## config.mk

```make
export PLATFORM = sky130hd
export DESIGN_NAME = ift_sync_fifo_flat
export DESIGN_NICKNAME = d
export VERILOG_FILES = /design/src/rtl/ift_pkg.sv /design/src/rtl/ift_sync_fifo_if.sv /design/src/rtl/ift_fifo_ctrl.sv /design/src/rtl/ift_sync_fifo.sv /design/src/flat_wrapper.sv
export SDC_FILE = /design/constraint.sdc
export NUM_CORES = 1
export LEC_CHECK = 0
export BUFFER_PORTS_ARGS = -buffer_cell sky130_fd_sc_hd__buf_4
export CAP_MARGIN = 10
export CORE_MARGIN = 4
export CORE_UTILIZATION = 60
export DETAILED_ROUTE_END_ITERATION = 8
export MAX_ROUTING_LAYER = met4
export PLACE_DENSITY = 0.82
export SLEW_MARGIN = 20
export SYNTH_ARGS = -nofsm -noshare
export SYNTH_HDL_FRONTEND = slang
export SYNTH_SLANG_ARGS = --single-unit
```

## constraint.sdc

```tcl
create_clock -name clk -period 6 [get_ports clk]
set_input_delay 0.3 -clock clk [delete_from_list [all_inputs] [get_ports clk]]
set_output_delay 0.3 -clock clk [all_outputs]
set_load 0.05 [all_outputs]
```

## src/rtl/ift_pkg.sv

```systemverilog
// Shared taint types and helpers for the IFT storage blocks.
// Labels combine by bitwise OR; TAINT_W is the widest label the helpers carry.
package ift_pkg;
    localparam int TAINT_W = 32;
    typedef logic [TAINT_W-1:0] taint_t;
    localparam taint_t TAINT_NONE = '0;

    function automatic taint_t taint_or3(input taint_t a, input taint_t b, input taint_t c);
        return a | b | c;
    endfunction
endpackage

```

## src/rtl/ift_sync_fifo_if.sv

```systemverilog
// Write/read/status bundle of the taint-tracking FIFO.
// master drives requests and samples status; slave is the FIFO itself.
interface ift_sync_fifo_if #(
    parameter int WIDTH = 2,
    parameter int TW    = 32,
    parameter int CW    = 3
);
    logic             wr_en;
    logic [TW-1:0]    wr_en_t;
    logic [WIDTH-1:0] wr_data;
    logic [TW-1:0]    wr_data_t;
    logic             rd_en;
    logic [TW-1:0]    rd_en_t;
    logic [WIDTH-1:0] rd_data;
    logic [TW-1:0]    rd_data_t;
    logic             full;
    logic             empty;
    logic [TW-1:0]    flags_t;
    logic [CW-1:0]    count;
    logic             ovf;
    logic             udf;

    modport master (
        output wr_en, wr_en_t, wr_data, wr_data_t, rd_en, rd_en_t,
        input  rd_data, rd_data_t, full, empty, flags_t, count, ovf, udf
    );
    modport slave (
        input  wr_en, wr_en_t, wr_data, wr_data_t, rd_en, rd_en_t,
        output rd_data, rd_data_t, full, empty, flags_t, count, ovf, udf
    );
endinterface

```

## src/rtl/ift_fifo_ctrl.sv

```systemverilog
// FIFO bookkeeping: pointers, occupancy, sticky error flags and control taint.
// Latency: accept decisions combinational, state updates on the next edge.
// Backpressure: writes refused when full unless a read frees a slot; reads refused when empty.
module ift_fifo_ctrl
    import ift_pkg::*;
#(
    parameter int DEPTH = 4,
    parameter int TW    = TAINT_W,
    localparam int PW   = $clog2(DEPTH),
    localparam int CW   = PW + 1
) (
    input  logic          clk,
    input  logic          rst_n,
    input  logic          wr_en,
    input  logic [TW-1:0] wr_en_t,
    input  logic          rd_en,
    input  logic [TW-1:0] rd_en_t,
    output logic          wa,
    output logic          ra,
    output logic [PW-1:0] wp,
    output logic [PW-1:0] rp,
    output logic [CW-1:0] count,
    output logic          full,
    output logic          empty,
    output logic          ovf,
    output logic          udf,
    output logic [TW-1:0] ctrl_t
);
    localparam logic [PW-1:0] PTR_ONE = PW'(1);
    localparam logic [CW-1:0] CNT_ONE = CW'(1);

    logic [PW-1:0] wp_q, wp_d, rp_q, rp_d;
    logic [CW-1:0] count_q, count_d;
    logic          ovf_q, ovf_d, udf_q, udf_d;
    logic [TW-1:0] ctrl_t_q, ctrl_t_d;

    assign full  = (count_q == CW'(DEPTH));
    assign empty = (count_q == '0);
    assign ra    = rd_en & ~empty;
    assign wa    = wr_en & (~full | ra);

    always_comb begin
        wp_d    = wp_q;
        rp_d    = rp_q;
        count_d = count_q;
        if (wa) wp_d = wp_q + PTR_ONE;
        if (ra) rp_d = rp_q + PTR_ONE;
        case ({wa, ra})
            2'b10:   count_d = count_q + CNT_ONE;
            2'b01:   count_d = count_q - CNT_ONE;
            default: count_d = count_q;
        endcase
        ovf_d = ovf_q | (wr_en & full & ~rd_en);
        udf_d = udf_q | (rd_en & empty);
        // Enables steer pointer state whatever their value, so their taint always accrues.
        ctrl_t_d = TW'(taint_or3(taint_t'(ctrl_t_q), taint_t'(wr_en_t), taint_t'(rd_en_t)));
    end

    always_ff @(posedge clk or negedge rst_n) begin
        if (!rst_n) begin
            wp_q     <= '0;
            rp_q     <= '0;
            count_q  <= '0;
            ovf_q    <= 1'b0;
            udf_q    <= 1'b0;
            ctrl_t_q <= TW'(TAINT_NONE);
        end else begin
            wp_q     <= wp_d;
            rp_q     <= rp_d;
            count_q  <= count_d;
            ovf_q    <= ovf_d;
            udf_q    <= udf_d;
            ctrl_t_q <= ctrl_t_d;
        end
    end

    assign wp     = wp_q;
    assign rp     = rp_q;
    assign count  = count_q;
    assign ovf    = ovf_q;
    assign udf    = udf_q;
    assign ctrl_t = ctrl_t_q;
endmodule

```

## src/rtl/ift_sync_fifo.sv

```systemverilog
// Taint-tracking synchronous FIFO: data/taint storage plus registered read port.
// Latency: read data valid the cycle after an accepted read, no fall-through.
// Backpressure: refused writes/reads leave state untouched and raise sticky ovf/udf.
module ift_sync_fifo
    import ift_pkg::*;
#(
    parameter int WIDTH = 2,
    parameter int DEPTH = 4,
    parameter int TW    = TAINT_W
) (
    input logic            clk,
    input logic            rst_n,
    ift_sync_fifo_if.slave bus
);
    localparam int PW = $clog2(DEPTH);
    localparam int CW = PW + 1;

    logic          wa, ra, full, empty, ovf, udf;
    logic [PW-1:0] wp, rp;
    logic [CW-1:0] count;
    logic [TW-1:0] ctrl_t;

    logic [WIDTH-1:0] mem_q   [DEPTH];
    logic [WIDTH-1:0] mem_d   [DEPTH];
    logic [TW-1:0]    mem_t_q [DEPTH];
    logic [TW-1:0]    mem_t_d [DEPTH];
    logic [WIDTH-1:0] rd_data_q, rd_data_d;
    logic [TW-1:0]    rd_data_t_q, rd_data_t_d;

    ift_fifo_ctrl #(.DEPTH(DEPTH), .TW(TW)) u_ctrl (
        .clk     (clk),
        .rst_n   (rst_n),
        .wr_en   (bus.wr_en),
        .wr_en_t (bus.wr_en_t),
        .rd_en   (bus.rd_en),
        .rd_en_t (bus.rd_en_t),
        .wa      (wa),
        .ra      (ra),
        .wp      (wp),
        .rp      (rp),
        .count   (count),
        .full    (full),
        .empty   (empty),
        .ovf     (ovf),
        .udf     (udf),
        .ctrl_t  (ctrl_t)
    );

    always_comb begin
        mem_d       = mem_q;
        mem_t_d     = mem_t_q;
        rd_data_d   = rd_data_q;
        rd_data_t_d = rd_data_t_q;
        if (wa) begin
            mem_d[wp]   = bus.wr_data;
            mem_t_d[wp] = TW'(taint_or3(taint_t'(bus.wr_data_t), taint_t'(bus.wr_en_t),
                                        taint_t'(ctrl_t)));
        end
        // Read uses pre-write contents: on a full wrap wp == rp, and the old entry must leave first.
        if (ra) begin
            rd_data_d   = mem_q[rp];
            rd_data_t_d = TW'(taint_or3(taint_t'(mem_t_q[rp]), taint_t'(bus.rd_en_t),
                                        taint_t'(ctrl_t)));
        end
    end

    always_ff @(posedge clk or negedge rst_n) begin
        if (!rst_n) begin
            for (int i = 0; i < DEPTH; i++) begin
                mem_q[i]   <= '0;
                mem_t_q[i] <= TW'(TAINT_NONE);
            end
            rd_data_q   <= '0;
            rd_data_t_q <= TW'(TAINT_NONE);
        end else begin
            mem_q       <= mem_d;
            mem_t_q     <= mem_t_d;
            rd_data_q   <= rd_data_d;
            rd_data_t_q <= rd_data_t_d;
        end
    end

    assign bus.rd_data   = rd_data_q;
    assign bus.rd_data_t = rd_data_t_q;
    assign bus.full      = full;
    assign bus.empty     = empty;
    assign bus.flags_t   = ctrl_t;
    assign bus.count     = count;
    assign bus.ovf       = ovf;
    assign bus.udf       = udf;
endmodule

```

## src/flat_wrapper.sv

```systemverilog
// flat-port wrapper written by rule: the top's interface ports become plain ports
module ift_sync_fifo_flat import ift_pkg::*;
#(
    parameter int WIDTH = 2,
    parameter int DEPTH = 4,
    parameter int TW    = TAINT_W
)
  (clk, rst_n, bus_wr_en, bus_wr_en_t, bus_wr_data, bus_wr_data_t, bus_rd_en, bus_rd_en_t, bus_rd_data, bus_rd_data_t, bus_full, bus_empty, bus_flags_t, bus_count, bus_ovf, bus_udf);
  ift_sync_fifo_if #(.WIDTH(WIDTH), .TW(TW), .CW((3))) bus_i ();
  input logic clk;
  input logic rst_n;
  input wire logic [$bits(bus_i.wr_en)-1:0] bus_wr_en;
  input wire logic [$bits(bus_i.wr_en_t)-1:0] bus_wr_en_t;
  input wire logic [$bits(bus_i.wr_data)-1:0] bus_wr_data;
  input wire logic [$bits(bus_i.wr_data_t)-1:0] bus_wr_data_t;
  input wire logic [$bits(bus_i.rd_en)-1:0] bus_rd_en;
  input wire logic [$bits(bus_i.rd_en_t)-1:0] bus_rd_en_t;
  output wire logic [$bits(bus_i.rd_data)-1:0] bus_rd_data;
  output wire logic [$bits(bus_i.rd_data_t)-1:0] bus_rd_data_t;
  output wire logic [$bits(bus_i.full)-1:0] bus_full;
  output wire logic [$bits(bus_i.empty)-1:0] bus_empty;
  output wire logic [$bits(bus_i.flags_t)-1:0] bus_flags_t;
  output wire logic [$bits(bus_i.count)-1:0] bus_count;
  output wire logic [$bits(bus_i.ovf)-1:0] bus_ovf;
  output wire logic [$bits(bus_i.udf)-1:0] bus_udf;
  assign bus_i.wr_en = bus_wr_en;
  assign bus_i.wr_en_t = bus_wr_en_t;
  assign bus_i.wr_data = bus_wr_data;
  assign bus_i.wr_data_t = bus_wr_data_t;
  assign bus_i.rd_en = bus_rd_en;
  assign bus_i.rd_en_t = bus_rd_en_t;
  assign bus_rd_data = bus_i.rd_data;
  assign bus_rd_data_t = bus_i.rd_data_t;
  assign bus_full = bus_i.full;
  assign bus_empty = bus_i.empty;
  assign bus_flags_t = bus_i.flags_t;
  assign bus_count = bus_i.count;
  assign bus_ovf = bus_i.ovf;
  assign bus_udf = bus_i.udf;
  ift_sync_fifo #(.WIDTH(WIDTH), .DEPTH(DEPTH), .TW(TW)) u_core (.clk(clk), .rst_n(rst_n), .bus(bus_i));
endmodule
```

# ---- After elaboration in Yosys (flattened, before gate mapping)
# Index checks and enable logic that the tools add are counted.
dict set report totals {
  reg_bits 211
  inputBits 102
  output_inout_bits 73
  wordCells 61
}
dict set report classes {
  add_sub_neg 4
  n_lt_le_gt_ge 3
  n_eq_ne 3
  n_mux 13
  n_bitwise 19
  n_reduce_logical 3
}
# cell count
set op_table {}
lappend op_table {{bitwise OR 32 bit} 6}
lappend op_table {{bitwise mux 128 bit} 1}
lappend op_table {{2-to-1 mux 32 bit} 3}
lappend op_table {{binary-select mux 32 bit (select 2 bit)} 1}
lappend op_table {{demux 32 bit (select 2 bit)} 1}
lappend op_table {{bitwise mux 8 bit} 1}
lappend op_table {{greater-or-equal comparator 3 bit, second input constant} 2}
lappend op_table {{2-to-1 mux 2 bit} 3}
lappend op_table {{NOT 2 -> 3 bit} 2}
lappend op_table {{case mux 3 bit (2 select lines)} 1}
lappend op_table {{AND 1 bit} 5}
lappend op_table {{adder 2 x 1 -> 2 bit, second input constant} 2}
lappend op_table {{binary-select mux 2 bit (select 2 bit)} 1}
lappend op_table {{demux 2 bit (select 2 bit)} 1}
lappend op_table {{adder 3 x 1 -> 3 bit, second input constant} 1}
lappend op_table {{== test 3 bit, second input constant} 1}
lappend op_table {{logical NOT 3 bit} 1}
lappend op_table {{less-than comparator 3 x 1 -> 1 bit, second input constant} 1}
lappend op_table {{NOT 1 bit} 3}
lappend op_table {{bitwise OR 1 bit} 3}
lappend op_table {{subtractor 3 x 1 -> 3 bit, second input constant} 1}
lappend op_table {{== test 2 x 1 -> 1 bit, second input constant} 1}
lappend op_table {{== test 2 bit, second input constant} 1}
lappend op_table {{nonzero test 2 bit} 1}
lappend op_table {{logical AND 1 bit} 1}

# ---- Logic depth before layout (Yosys ltp)
# Gate-level depths: netlist of the first run.
dict set report logic_depth {
  word_depth 7
  ltp_mapped 10
  depth_no_buf 8
}

# ---- By module
# From an unflattened synthesis of the first run, not the netlist that was laid out.
dict set report hier_totals {
  hier_cells 588
  hier_area_um2 9069.9
}
# mod instances cells_per_inst area_per_inst_um2 seq_area_each_um2
set modules_own_cells {}
lappend modules_own_cells {ift_sync_fifo 1 472 7539.7 4254.1}
lappend modules_own_cells {ift_fifo_ctrl 1 116 1530.2 1026.0}

# ---- Least setup slack after synthesis of the first run
# OpenSTA, ideal clock, no wires.
dict set report synth_timing {
  path_type {register to register}
  startpoint {register u_core.u_ctrl.count_q[0] (netlist: u_core.u_ctrl.count[0])}
  endpoint {register u_core.u_ctrl.count_q[2] (netlist: u_core.u_ctrl.count[2])}
  setup_time_ns 0.082
  t_arrival_ns 2.513
  required_time_ns 5.918
  slack_ns 3.405
  stages_incl_launch_ff 11
  n_path_buf 3
  period_less_slack_ns 2.595
  path_cell_list {dfrtp_1 o31a_1 buf_2 buf_2 clkbuf_1 ha_1 inv_1 fa_1 xor2_1 nor2_1 xor2_1}
}
dict set report synth_via {
  elab_chain_cells 7
  word_cells_on_any_way 13
  classes_between {2 x add/sub; 3 x eq/ne; 1 x mux; 5 x bitwise; 2 x reduce/logical}
}
# item line_no
set synth_lines {}
lappend synth_lines {{start, declared} ift_fifo_ctrl.sv:33} ;# logic [CW-1:0] count_q, count_d;
lappend synth_lines {{start signal, assigned} ift_fifo_ctrl.sv:70} ;# count_q <= count_d;
lappend synth_lines {{logical NOT 3 bit (*)} ift_fifo_ctrl.sv:38} ;# assign empty = (count_q == '0);
lappend synth_lines {{NOT 1 bit (*)} ift_fifo_ctrl.sv:39} ;# assign ra = rd_en & ~empty;
lappend synth_lines {{AND 1 bit (*)} ift_fifo_ctrl.sv:39}
lappend synth_lines {{via u_core.ra} ift_sync_fifo.sv:18} ;# logic wa, ra, full, empty, ovf, udf;
lappend synth_lines {{bitwise OR 1 bit} ift_fifo_ctrl.sv:40} ;# assign wa = wr_en & (~full | ra);
lappend synth_lines {{AND 1 bit} ift_fifo_ctrl.sv:40}
lappend synth_lines {{== test 2 x 1 -> 1 bit or == test 2 bit (tied branches)} ift_fifo_ctrl.sv:48} ;# case ({wa, ra})
lappend synth_lines {{case mux 3 bit (2 select lines) or nonzero test 2 bit (tied branches)} --}
# The timed path passes the listed nets; every way through them passes the cells marked *.
# A chain may end at the register's enable or synchronous reset.

# ---- Worst setup path after layout of the first run
dict set report layout_timing {
  startpoint {register u_core.u_ctrl.count_q[0] (netlist: u_core.u_ctrl.count[0])}
  endpoint {register u_core.u_ctrl.count_q[2] (netlist: u_core.u_ctrl.count[2])}
}
dict set report layout_via {
  elab_chain_cells 7
  word_cells_on_any_way 13
  classes_between {2 x add/sub; 3 x eq/ne; 1 x mux; 5 x bitwise; 2 x reduce/logical}
}
# item line_no
set layout_lines {}
lappend layout_lines {{logical NOT 3 bit} ift_fifo_ctrl.sv:38}
lappend layout_lines {{NOT 1 bit} ift_fifo_ctrl.sv:39}
lappend layout_lines {{AND 1 bit} ift_fifo_ctrl.sv:39}
lappend layout_lines {{bitwise OR 1 bit} ift_fifo_ctrl.sv:40}
lappend layout_lines {{AND 1 bit} ift_fifo_ctrl.sv:40}
lappend layout_lines {{== test 2 x 1 -> 1 bit or == test 2 bit (tied branches)} ift_fifo_ctrl.sv:48}
lappend layout_lines {{case mux 3 bit (2 select lines) or nonzero test 2 bit (tied branches)} --}
# Parallel ways exist; a longest one is shown, timed or not.

==> results of run 1 <==
[Yosys cell counts (6+ instances only)]
cell type and n:
dfrtp_1 211, nor3_1 17, inv_1 6, o22a_1 16
or3_1 64, mux4_2 18, buf_6 12, a21oi_1 16
o21ai_0 32, mux2i_1 33, clkbuf_1 9, nor2_1 33
mux2_2 139
[report_power, final]
part	internal [W]	switching [W]	leakage, nW
registers	0.00152	0.000222	1.90
clock network	0.000749	0.000516	0.336
logic	0.000401	0.000435	1.71
total	0.00267	0.00117	3.95
[cell families (layout without fill, tap and decap cells)]
| kind of cell | after synthesis | count (layout) | share of synthesized area (%) |
|---|---|---|---|
| DFF | 211 | 211 | 58.3 |
| muxes | 190 | 190 | 25.4 |
| and+or+nand+nor | 126 | 126 | 7.61 |
| AOI/OAI and AO/OA | 67 | 67 | 4.46 |
| buffers and inverters | 37 | 243 | 2.79 |
| adders and majority gates | 6 | 6 | 0.911 |
| xor gates and xnor gates | 6 | 6 | 0.580 |
[repair_timing]
action,in CTS,in global routing
hold endpoints to repair,12,8
buffers inserted,0,0
hold buffers,17,2
[path summary, 6_finish.rpt]
kind	slack, ns	endpoint	cells after the start	from
min in group asynchronous	0.49	u_core.u_ctrl.ctrl_t[20]$_DFF_PN0_	2	rst_n
max reg2reg	3.38	u_core.u_ctrl.count[2]$_DFFE_PN0P_	8	u_core.u_ctrl.count[0]$_DFFE_PN0P_
max in group asynchronous	3.93	u_core.bus.rd_data_t[26]$_DFFE_PN0P_	3	rst_n
min	0.01	u_core.u_ctrl.ctrl_t[17]$_DFF_PN0_	2	bus_wr_en_t[17]
min reg2reg	0.49	u_core.u_ctrl.ovf$_DFF_PN0_	1	u_core.u_ctrl.ovf$_DFF_PN0_
max	3.38	u_core.u_ctrl.count[2]$_DFFE_PN0P_	8	u_core.u_ctrl.count[0]$_DFFE_PN0P_
[through the flow]
step | instance area (µm²) | hold slack (ns) | power [W]
CTS | 11300 | 0.000658 | 0.00388
floorplan | 9060 | 0.00441 | 0.00233
finish | 11300 | 0.0132 | 0.00384
detailed placement | 10400 | 0.471 | 0.00260
global placement | 10400 | 0.456 | 0.00256
global route | 11300 | 0.00160 | 0.00401
[cell type report]
class	count	area [µm²]	area share, %
Sequential cell	211	5290	46.7
Multi-Input combinational cell	395	3550	31.4
Timing Repair Buffer	199	1550	13.7
Clock buffer	34	657	5.81
Tap cell	184	230	2.03
Inverter	6	22.5	0.199
Clock inverter	4	20.0	0.177
[worst max-delay path: cells and delay by family (launching register included)]
| family | cells | cell delay (ns) |
|---|---|---|
| buffers and inverters | 1 | 0.08 |
| adders and majority gates | 2 | 0.59 |
| and+or+nand+nor | 3 | 1.06 |
| xor gates and xnor gates | 2 | 0.35 |
| DFF | 1 | 0.47 |
[routing by layer]
layer	global-route usage [%]	routed length (µm)	up-vias
li1	-	-	2721
met1	30.8	8530	3071
met2	42.9	10600	159
met3	3.74	1010	35
met4	5.87	361	0
met5	-	0	-
[state kept, by name, indices dropped and copies added, names as in the netlist, 2 cells and up]
name and count:
u_core.bus.rd_data 2, u_core.u_ctrl.wp 2, u_core.u_ctrl.count 3, u_core.mem_q 8, u_core.u_ctrl.ctrl_t 32, u_core.u_ctrl.rp 2, u_core.mem_t_q 128, u_core.bus.rd_data_t 32
[placed cells by master, fill, tap and decap left out, drive strengths merged]
cell type / n
or3: 64
a21o: 2
nand2: 5
mux2: 139
o31a: 1
o21ai: 32
inv: 6
xor2: 3
dfrtp: 211
nor3: 17
nor2: 37
buf: 180
ha: 5
clkbuf: 34
mux4: 18
o22a: 16
xnor2: 3
fa: 1
clkinv: 4
nand2b: 1
dlygate4sd3: 19
nor4b: 1
and3: 1
mux2i: 33
a21oi: 16
==> flow_summary.json, run 1 <==
{
  "final_net_count": 943,
  "num_antenna_cells": 0,
  "post_synthesis_sequential_element_count": 211,
  "die_area_um2": 17100,
  "area_growth_syn_to_layout_pct": 24.9,
  "fin_setup_tns_ns": 0,
  "post-route-worst-setup-slack_ns": 3.38,
  "yosys.cell_types.count": 27,
  "clock_insertion_delay_worst_skew_ns": 0.49,
  "period_needed_ns": 2.62,
  "worst_path_most_repeated_cell": "xor2_1",
  "start_util_pct": 61.9,
  "final.fill_count": 889,
  "crit_arrival_ns": 3.02,
  "kind_of_start_point_of_the_critical_path": "register",
  "placeableCoreArea_um2": 14600,
  "detail_route.wl_per_cell_um": 19.9,
  "dieWidth_um": 131,
  "synth_enable_flop_cells": 0,
  "io_pins": 175,
  "synthesis.instances": 643,
  "rsz_0062_raised_after_global_routing": "false",
  "min_path_type": "input port to register",
  "rows": 44,
  "clock_sinks": 211,
  "ctsRootBufferMaster": "clkbuf_16",
  "synth_area_per_cell_um2": 14.1,
  "synth.top_cells.by_area": "dfrtp_1, mux2_2, mux4_2",
  "initialDrtViolationCount": 223,
  "route.detailed.vias_per_inst": 5.79,
  "grt_first_pass_wirelength_um": 32400,
  "synth.largest_area_cell": "dfrtp_1",
  "finalClockSkew_ns": 0.0133,
  "critPathKind": "register to register",
  "crit_fanout": 6,
  "p_per_area_nw_per_um2": 339,
  "clock_path_buffers": 3,
  "report.final.hold_viol_count": 0,
  "slew_headroom_pct": 33.0,
  "clock_h_tree_levels": 1,
  "postSynth.topFlopCell": "dfrtp_1",
  "grt-ovfl-total": 0,
  "register_clock_pin_slew_on_the_reported_worst_setup_and_hold_paths_ns": 0.06,
  "detailedRoute.firstPassIterationCount": 4,
  "number_of_clock_buffers_inserted_by_tritoncts": 22,
  "finish.utilization_pct": 77.3,
  "synthesis.area_um2": 9060,
  "final_layout_size_suffix_gt1_share_pct": 44.3,
  "leakagePower_nw": 3.95,
  "report.final.slew_viol_count": 0,
  "fin_cells": 1033,
  "crit_chain": "nor4b_4 -> nand2b_1 -> ha_1 -> inv_1 -> fa_1 -> xor2_1 -> nor2_1 -> xor2_1",
  "endpoint_kind": "register",
  "grt_antenna_before_repair": 0,
  "max_cap_viol_count": 0,
  "synth_seq_area_share_pct": 58.3,
  "final-setup-viol-count": 0,
  "worst_slew_pin_slew_ns": 1.01,
  "synth-async-reset-ratio_pct": 100,
  "grt_pass1_vias": 6470,
  "postRouteWirelength_um": 20500,
  "buffers_added_on_ports": 174,
  "via_count": 5986,
  "largest_net_degree_at_the_start_of_global_routing": 136,
  "remaining_drc_errors": 0,
  "cts_tree": "done",
  "globalplace.congestion": 0.769,
  "max-vdd-ir-drop_mv": 0.480,
  "dp_hpwl_um": 12700,
  "grt.total_usage_pct": 24.7,
  "cp_data_required_time_ns": 6.41,
  "achievable-frequency_ghz": 0.382,
  "outcome": "finished clean",
  "drt.antenna.violating_nets": 0,
  "yosys.area.top_type_share_pct": 58.3,
  "final_period_util_pct": 43.6,
  "yosysWarnings": 0,
  "die-height_um": 131,
  "cp_slowest_cell": "nor4b_4",
  "placement.setup.worst_slack_ns": 3.35,
  "worst_path_largest_cell_delay_ns": 0.67,
  "placedCellCount": 976,
  "synth_nets": 751,
  "number_of_gates_given_a_new_drive_strength_after_cts": 0
}
(Power assumes the default switching activity.)
==> run 2: changes to the inputs <==
Settings changed: CORE_UTILIZATION 60 to 50, PLACE_DENSITY 0.82 to 0.72.
Clock period 6 ns to 2.4 ns, I/O delays scaled along.
==> run 2 against run 1 <==
Against the previous run:
- non-clock buffer count grew 73
- core utilization shrank 7.6 points
- via count grew 5.8%
- clock power grew to 2.6 times the previous value
- wire length grew 5.6%
- clock skew grew 0.0055 ns
- sequential share of layout area shrank 3.4 points
- worst hold slack is essentially flat
- die area grew 19%
- total power grew to 2.6 times the previous value
- count of clock-buffer cells in the layout grew 3
- largest cell class unchanged
==> flow_summary.json, run 2 (synthesis results as in run 1) <==
{
  "final-setup-viol-count": 0,
  "crit_chain": "nor4b_4 -> nand2b_1 -> ha_1 -> inv_1 -> fa_1 -> xor2_1 -> nor2_1 -> xor2_1",
  "finalPower_w": 0.0100,
  "final_net_count": 1017,
  "number_of_hold_repair_buffers_added_at_the_cts_stage": 83,
  "endpoint_kind": "register",
  "register_clock_pin_slew_on_the_reported_worst_setup_and_hold_paths_ns": 0.06,
  "design_area_um2": 12200,
  "area_growth_syn_to_layout_pct": 34.8,
  "seqCellArea_um2": 5290,
  "post_dp_cell_area_um2": 10700,
  "die_area_um2": 20300,
  "detail_route.wl_per_cell_um": 18.9,
  "post-route-worst-setup-slack_ns": 0.213,
  "largest_net_degree_at_the_start_of_global_routing": 76,
  "leakagePower_nw": 4.23,
  "ctsRootBufferMaster": "clkbuf_16",
  "finalClockSkew_ns": 0.0188,
  "worst_hold_slack_ns": 0.0132,
  "max-vdd-ir-drop_mv": 0.925,
  "kind_of_start_point_of_the_critical_path": "register",
  "initialDrtViolationCount": 283,
  "max_cap_viol_count": 0,
  "final_period_util_pct": 91.1,
  "report.final.slew_viol_count": 0,
  "final_layout_size_suffix_gt1_share_pct": 42.3,
  "placement.setup.worst_slack_ns": 0.239,
  "clock_path_buffers": 3,
  "post-cts-setup-buffers": 0,
  "largest_register_ffs": 128,
  "period_needed_ns": 2.19,
  "rsz_0062_raised_after_global_routing": "false",
  "clock_sinks": 211,
  "slew_headroom_pct": 49.9,
  "io_pins": 175,
  "min_path_type": "input port to register",
  "detailedRoute.firstPassIterationCount": 4,
  "outcome": "finished clean",
  "cp_slowest_cell": "dfrtp_2",
  "placeableCoreArea_um2": 17500,
  "p_per_area_nw_per_um2": 818,
  "clock_h_tree_levels": 1,
  "remaining_drc_errors": 0,
  "route.detailed.vias_per_inst": 5.51,
  "start_util_pct": 51.7,
  "achievable-frequency_ghz": 0.457,
  "grt-ovfl-total": 0,
  "dieWidth_um": 143,
  "worst_path_most_repeated_cell": "xor2_1",
  "worst_slew_pin_slew_ns": 0.752,
  "number_of_clock_buffers_inserted_by_tritoncts": 23,
  "buffers_added_on_ports": 174,
  "final.fill_count": 1201,
  "worst_path_largest_cell_delay_ns": 0.45,
  "number_of_gates_given_a_new_drive_strength_after_cts": 0,
  "globalplace.congestion": 0.736,
  "crit_arrival_ns": 2.60,
  "grt.total_usage_pct": 22.0,
  "clock_insertion_delay_worst_skew_ns": 0.50,
  "rows": 48,
  "num_antenna_cells": 0,
  "die-height_um": 143,
  "cp_data_required_time_ns": 2.81,
  "drt.antenna.violating_nets": 0,
  "crit_fanout": 5,
  "final_common_cell": "dfrtp_1",
  "via_count": 6332,
  "report.final.hold_viol_count": 0,
  "dp_hpwl_um": 13500,
  "grt_first_pass_wirelength_um": 35200,
  "grt_antenna_before_repair": 0,
  "multi_input_comb_area_um2": 3550,
  "grt_pass1_vias": 6830,
  "layout_common_cells": "dfrtp_1, buf_4, mux2_2, dlygate4sd3_1, or3_1",
  "critPathKind": "register to register",
  "cts_tree": "done",
  "fin_setup_tns_ns": 0,
  "regMostFlops": "u_core.mem_t_q",
  "postRouteWirelength_um": 21700
}
==> run 2: cell count changes in the layout (fill, tap and decap cells not counted), moves of 2 or more <==
cell,change
dlygate4sd3_1,+64
buf_4,+2
buf_12,+7
dfrtp_2,+3
clkbuf_8,+5
dfrtp_1,-3
clkinv_2,-3
==> run 2: per-stage QoR <==
step / std cells / utilization [%]
2_1_floorplan: 643 / -
3_3_place_gp: 1026 / 60.8
3_5_place_dp: 1026 / 60.8
4_1_cts: 1149 / 69.7
5_1_grt: 1149 / 69.7
6_report: 1149 / 69.7
==> run 2: path summary, 6_finish.rpt <==
check,startpoint,to,slack (ns),cells after the start
max,u_core.u_ctrl.count[1]$_DFFE_PN0P_,u_core.u_ctrl.count[2]$_DFFE_PN0P_,0.21,8
min,bus_wr_data_t[27],u_core.mem_t_q[59]$_DFFE_PN0P_,0.01,3
max reg2reg,u_core.u_ctrl.count[1]$_DFFE_PN0P_,u_core.u_ctrl.count[2]$_DFFE_PN0P_,0.21,8
min reg2reg,u_core.u_ctrl.udf$_DFF_PN0_,u_core.u_ctrl.udf$_DFF_PN0_,0.48,1
max in group asynchronous,rst_n,u_core.mem_t_q[122]$_DFFE_PN0P_,1.36,3
min in group asynchronous,rst_n,u_core.mem_t_q[78]$_DFFE_PN0P_,0.20,2
==> run 2: layer usage <==
| metal | vias to the layer above | part of all wire (%) | global-route usage (%) | wire (µm) |
|---|---|---|---|---|
| met4 | 0 | 1.4 | 4.50 | 312 |
| met2 | 165 | 51 | 36.9 | 11100 |
| li1 | 2877 | - | - | - |
| met1 | 3262 | 43 | 29.4 | 9320 |
| met3 | 28 | 4.6 | 2.61 | 994 |
| met5 | - | 0 | - | 0 |
==> run 2: layout make-up <==
class | count | area share [%]
clock inverters | 3 | 0.174
flip-flops and latches | 211 | 43.3
well taps | 225 | 2.30
inverters | 6 | 0.184
clock buffers | 37 | 5.80
multi-input cells | 395 | 29.1
repair buffers | 272 | 19.2
==> run 2: report_power, final <==
part	total [W]	internal, W	leakage (nW)	switching [W]
registers	0.00413	0.00381	1.90	0.000322
clock network	0.00334	0.00201	0.357	0.00133
logic	0.00253	0.00116	1.97	0.00136
==> run 2: critical path: cells and delay by family (launching register included) <==
family	cells	cell delay [ns]
simple gates	3	0.63
fa+ha+maj	2	0.60
flops	1	0.45
xor+xnor	2	0.33
buf+inv	1	0.08
==> run 3: changes to the inputs <==
Settings changed: ABC_CLOCK_PERIOD_IN_PS from default to 2400, RECOVER_POWER from default to 25, SKIP_CTS_REPAIR_TIMING from default to 1.
==> run 3 against run 2 <==
Against the previous run:
- the flow now finishes with violations (hold timing)
- register-to-register slack about the same
- total power about the same
- final cell count grew 0.17%
- wire length is 0.70% lower
- combinational power is essentially flat
- via count is 0.21% lower
- count of clock-buffer cells in the layout unchanged
- clock power barely moved
- critical path type unchanged
- critical endpoint unchanged
==> flow_summary.json, run 3 (synthesis results as in run 1) <==
{
  "detailedRoute.firstPassIterationCount": 4,
  "die_area_um2": 20300,
  "grt.total_usage_pct": 20.6,
  "detail_route.wl_per_cell_um": 18.7,
  "rsz_0062_raised_after_global_routing": "false",
  "multi_input_comb_area_um2": 3550,
  "number_of_cell_instances_on_the_worst_register_to_register_path": 8,
  "power_report.internal_total_w": 0.00698,
  "largest_register_ffs": 128,
  "worst_path_most_repeated_cell": "xor2_1",
  "report.final.slew_viol_count": 0,
  "final.fill_count": 1204,
  "final_common_cell": "dfrtp_1",
  "buffers_added_on_ports": 174,
  "achievable-frequency_ghz": 0.455,
  "reg2reg_to": "u_core.u_ctrl.count[2]$_DFFE_PN0P_",
  "finalClockSkew_ns": 0.0181,
  "crit_fanout": 5,
  "seqPwrFrac_pct": 41.3,
  "max_cap_viol_count": 0,
  "ctsRootBufferMaster": "clkbuf_16",
  "final_period_util_pct": 91.5,
  "final_net_count": 1019,
  "worst_hold_slack_ns": -0.0136,
  "layout_common_cells": "dfrtp_1, buf_4, mux2_2, dlygate4sd3_1, or3_1",
  "slew_headroom_pct": 17.4,
  "report.final.hold_viol_count": 1,
  "worstSetupEndpoint": "u_core.u_ctrl.count[2]$_DFFE_PN0P_",
  "clock_insertion_delay_worst_skew_ns": 0.50,
  "pwr-share-comb_pct": 25.3,
  "cp_slowest_cell": "dfrtp_1",
  "endpoint_kind": "register",
  "critPathKind": "register to register",
  "grt_antenna_before_repair": 0,
  "postRouteWirelength_um": 21500,
  "grt_first_pass_wirelength_um": 33100,
  "area_growth_syn_to_layout_pct": 34.8,
  "crit_chain": "nor4b_4 -> nand2b_1 -> ha_1 -> inv_1 -> fa_1 -> xor2_1 -> nor2_1 -> xor2_1",
  "critical_path.reg2reg.startpoint": "u_core.u_ctrl.count[1]$_DFFE_PN0P_",
  "number_of_clock_buffers_inserted_by_tritoncts": 23,
  "design_area_um2": 12200,
  "final_layout_size_suffix_gt1_share_pct": 42.1,
  "clkPwrFrac_pct": 33.4,
  "placeableCoreArea_um2": 17500,
  "power.share.switching_pct": 30.2,
  "start_util_pct": 51.7,
  "regMostFlops": "u_core.mem_t_q",
  "worst_slew_pin_slew_ns": 1.24,
  "kind_of_start_point_of_the_critical_path": "register",
  "initialDrtViolationCount": 334,
  "min_path_type": "input port to register",
  "largest_net_degree_at_the_start_of_global_routing": 76,
  "route.detailed.vias_per_inst": 5.49,
  "p_per_area_nw_per_um2": 817,
  "failed_checks": "hold timing",
  "grt-ovfl-total": 0,
  "via_count": 6319,
  "clock_sinks": 211,
  "dieWidth_um": 143,
  "crit_arrival_ns": 2.60,
  "clock_h_tree_levels": 1,
  "rows": 48,
  "final-setup-viol-count": 0,
  "worst_path_largest_cell_delay_ns": 0.46,
  "period_needed_ns": 2.20,
  "remaining_drc_errors": 0,
  "grt_pass1_vias": 6383,
  "register_clock_pin_slew_on_the_reported_worst_setup_and_hold_paths_ns": 0.06,
  "leakagePower_nw": 4.23,
  "worst_setup_path_startpoint": "u_core.u_ctrl.count[1]$_DFFE_PN0P_",
  "die-height_um": 143,
  "clock_path_buffers": 3,
  "num_antenna_cells": 0,
  "switching_power_w": 0.00301,
  "max-vdd-ir-drop_mv": 0.926,
  "outcome": "finished with violations",
  "fin_setup_tns_ns": 0,
  "cts_tree": "done",
  "cp_data_required_time_ns": 2.81,
  "globalplace.congestion": 0.736,
  "dp_hpwl_um": 13500,
  "io_pins": 175,
  "seqCellArea_um2": 5290,
  "drt.antenna.violating_nets": 0,
  "post_dp_cell_area_um2": 10700,
  "setup.reg_to_reg.worst_slack_ns": 0.20
}
[run 3: cell types whose count changed in the layout (fill, tap and decap cells not counted), sizes merged]
cell / change
clkbuf: +1
dlygate4sd3: +2
buf: -1
[run 3: cell type report]
type / instances / area share, %
Sequential cell: 211 / 43.3
Clock inverter: 3 / 0.174
Clock buffer: 37 / 5.80
Multi-Input combinational cell: 395 / 29.1
Timing Repair Buffer: 274 / 19.2
Inverter: 6 / 0.184
Tap cell: 225 / 2.30
[run 3: power by group through the flow]
stage / sequential (W) / clock, W / combinational (W)
2_1_floorplan: 0.00419 / 0 / 0.00163
3_3_place_gp: 0.00417 / 0 / 0.00242
3_5_place_dp: 0.00419 / 0 / 0.00248
4_1_cts: 0.00413 / 0.00341 / 0.00249
5_1_grt: 0.00416 / 0.00356 / 0.00268
6_report: 0.00412 / 0.00334 / 0.00252
[run 3: how the worst min path moves through the flow]
stage                          from                              endpoint  slack [ns]  cells after the start
CTS                           rst_n        u_core.mem_t_q[78]$_DFFE_PN0P_       -0.33                      1
floorplan                     rst_n     u_core.bus.rd_data[0]$_DFFE_PN0P_       -0.18                      0
finish              bus_rd_en_t[13]  u_core.bus.rd_data_t[13]$_DFFE_PN0P_       -0.01                      4
global route        bus_rd_en_t[13]  u_core.bus.rd_data_t[13]$_DFFE_PN0P_        0.01                      4
detailed placement            rst_n    u_core.u_ctrl.ctrl_t[19]$_DFF_PN0_        0.20                      1
global placement              rst_n    u_core.u_ctrl.ctrl_t[14]$_DFF_PN0_        0.18                      1
[run 3: routing by layer]
metal  share of wire [%]  global-route usage, %
met4                 1.3                   3.95
met5                   0                      -
met2                  51                   33.7
met1                  42                   28.1
met3                 5.0                   2.98
[run 3: critical path, delay by kind of cell (launching register included)]
kind / cells / cell delay (ns)
xor+xnor: 2 / 0.33
fa+ha+maj: 2 / 0.59
buf+inv: 1 / 0.07
flops: 1 / 0.46
simple gates: 3 / 0.65
[run 3: stage by stage]
stage | total power, W | cells | setup WS (ns) | utilization (%)
finish | 0.00999 | 1151 | 0.203 | 69.7
global placement | 0.00659 | 1026 | 0.388 | 60.8
detailed placement | 0.00667 | 1026 | 0.239 | 60.8
CTS | 0.0100 | 1066 | 0.204 | 64.9
floorplan | 0.00582 | 643 | 0.112 | -
global route | 0.0104 | 1151 | 0.0622 | 69.7
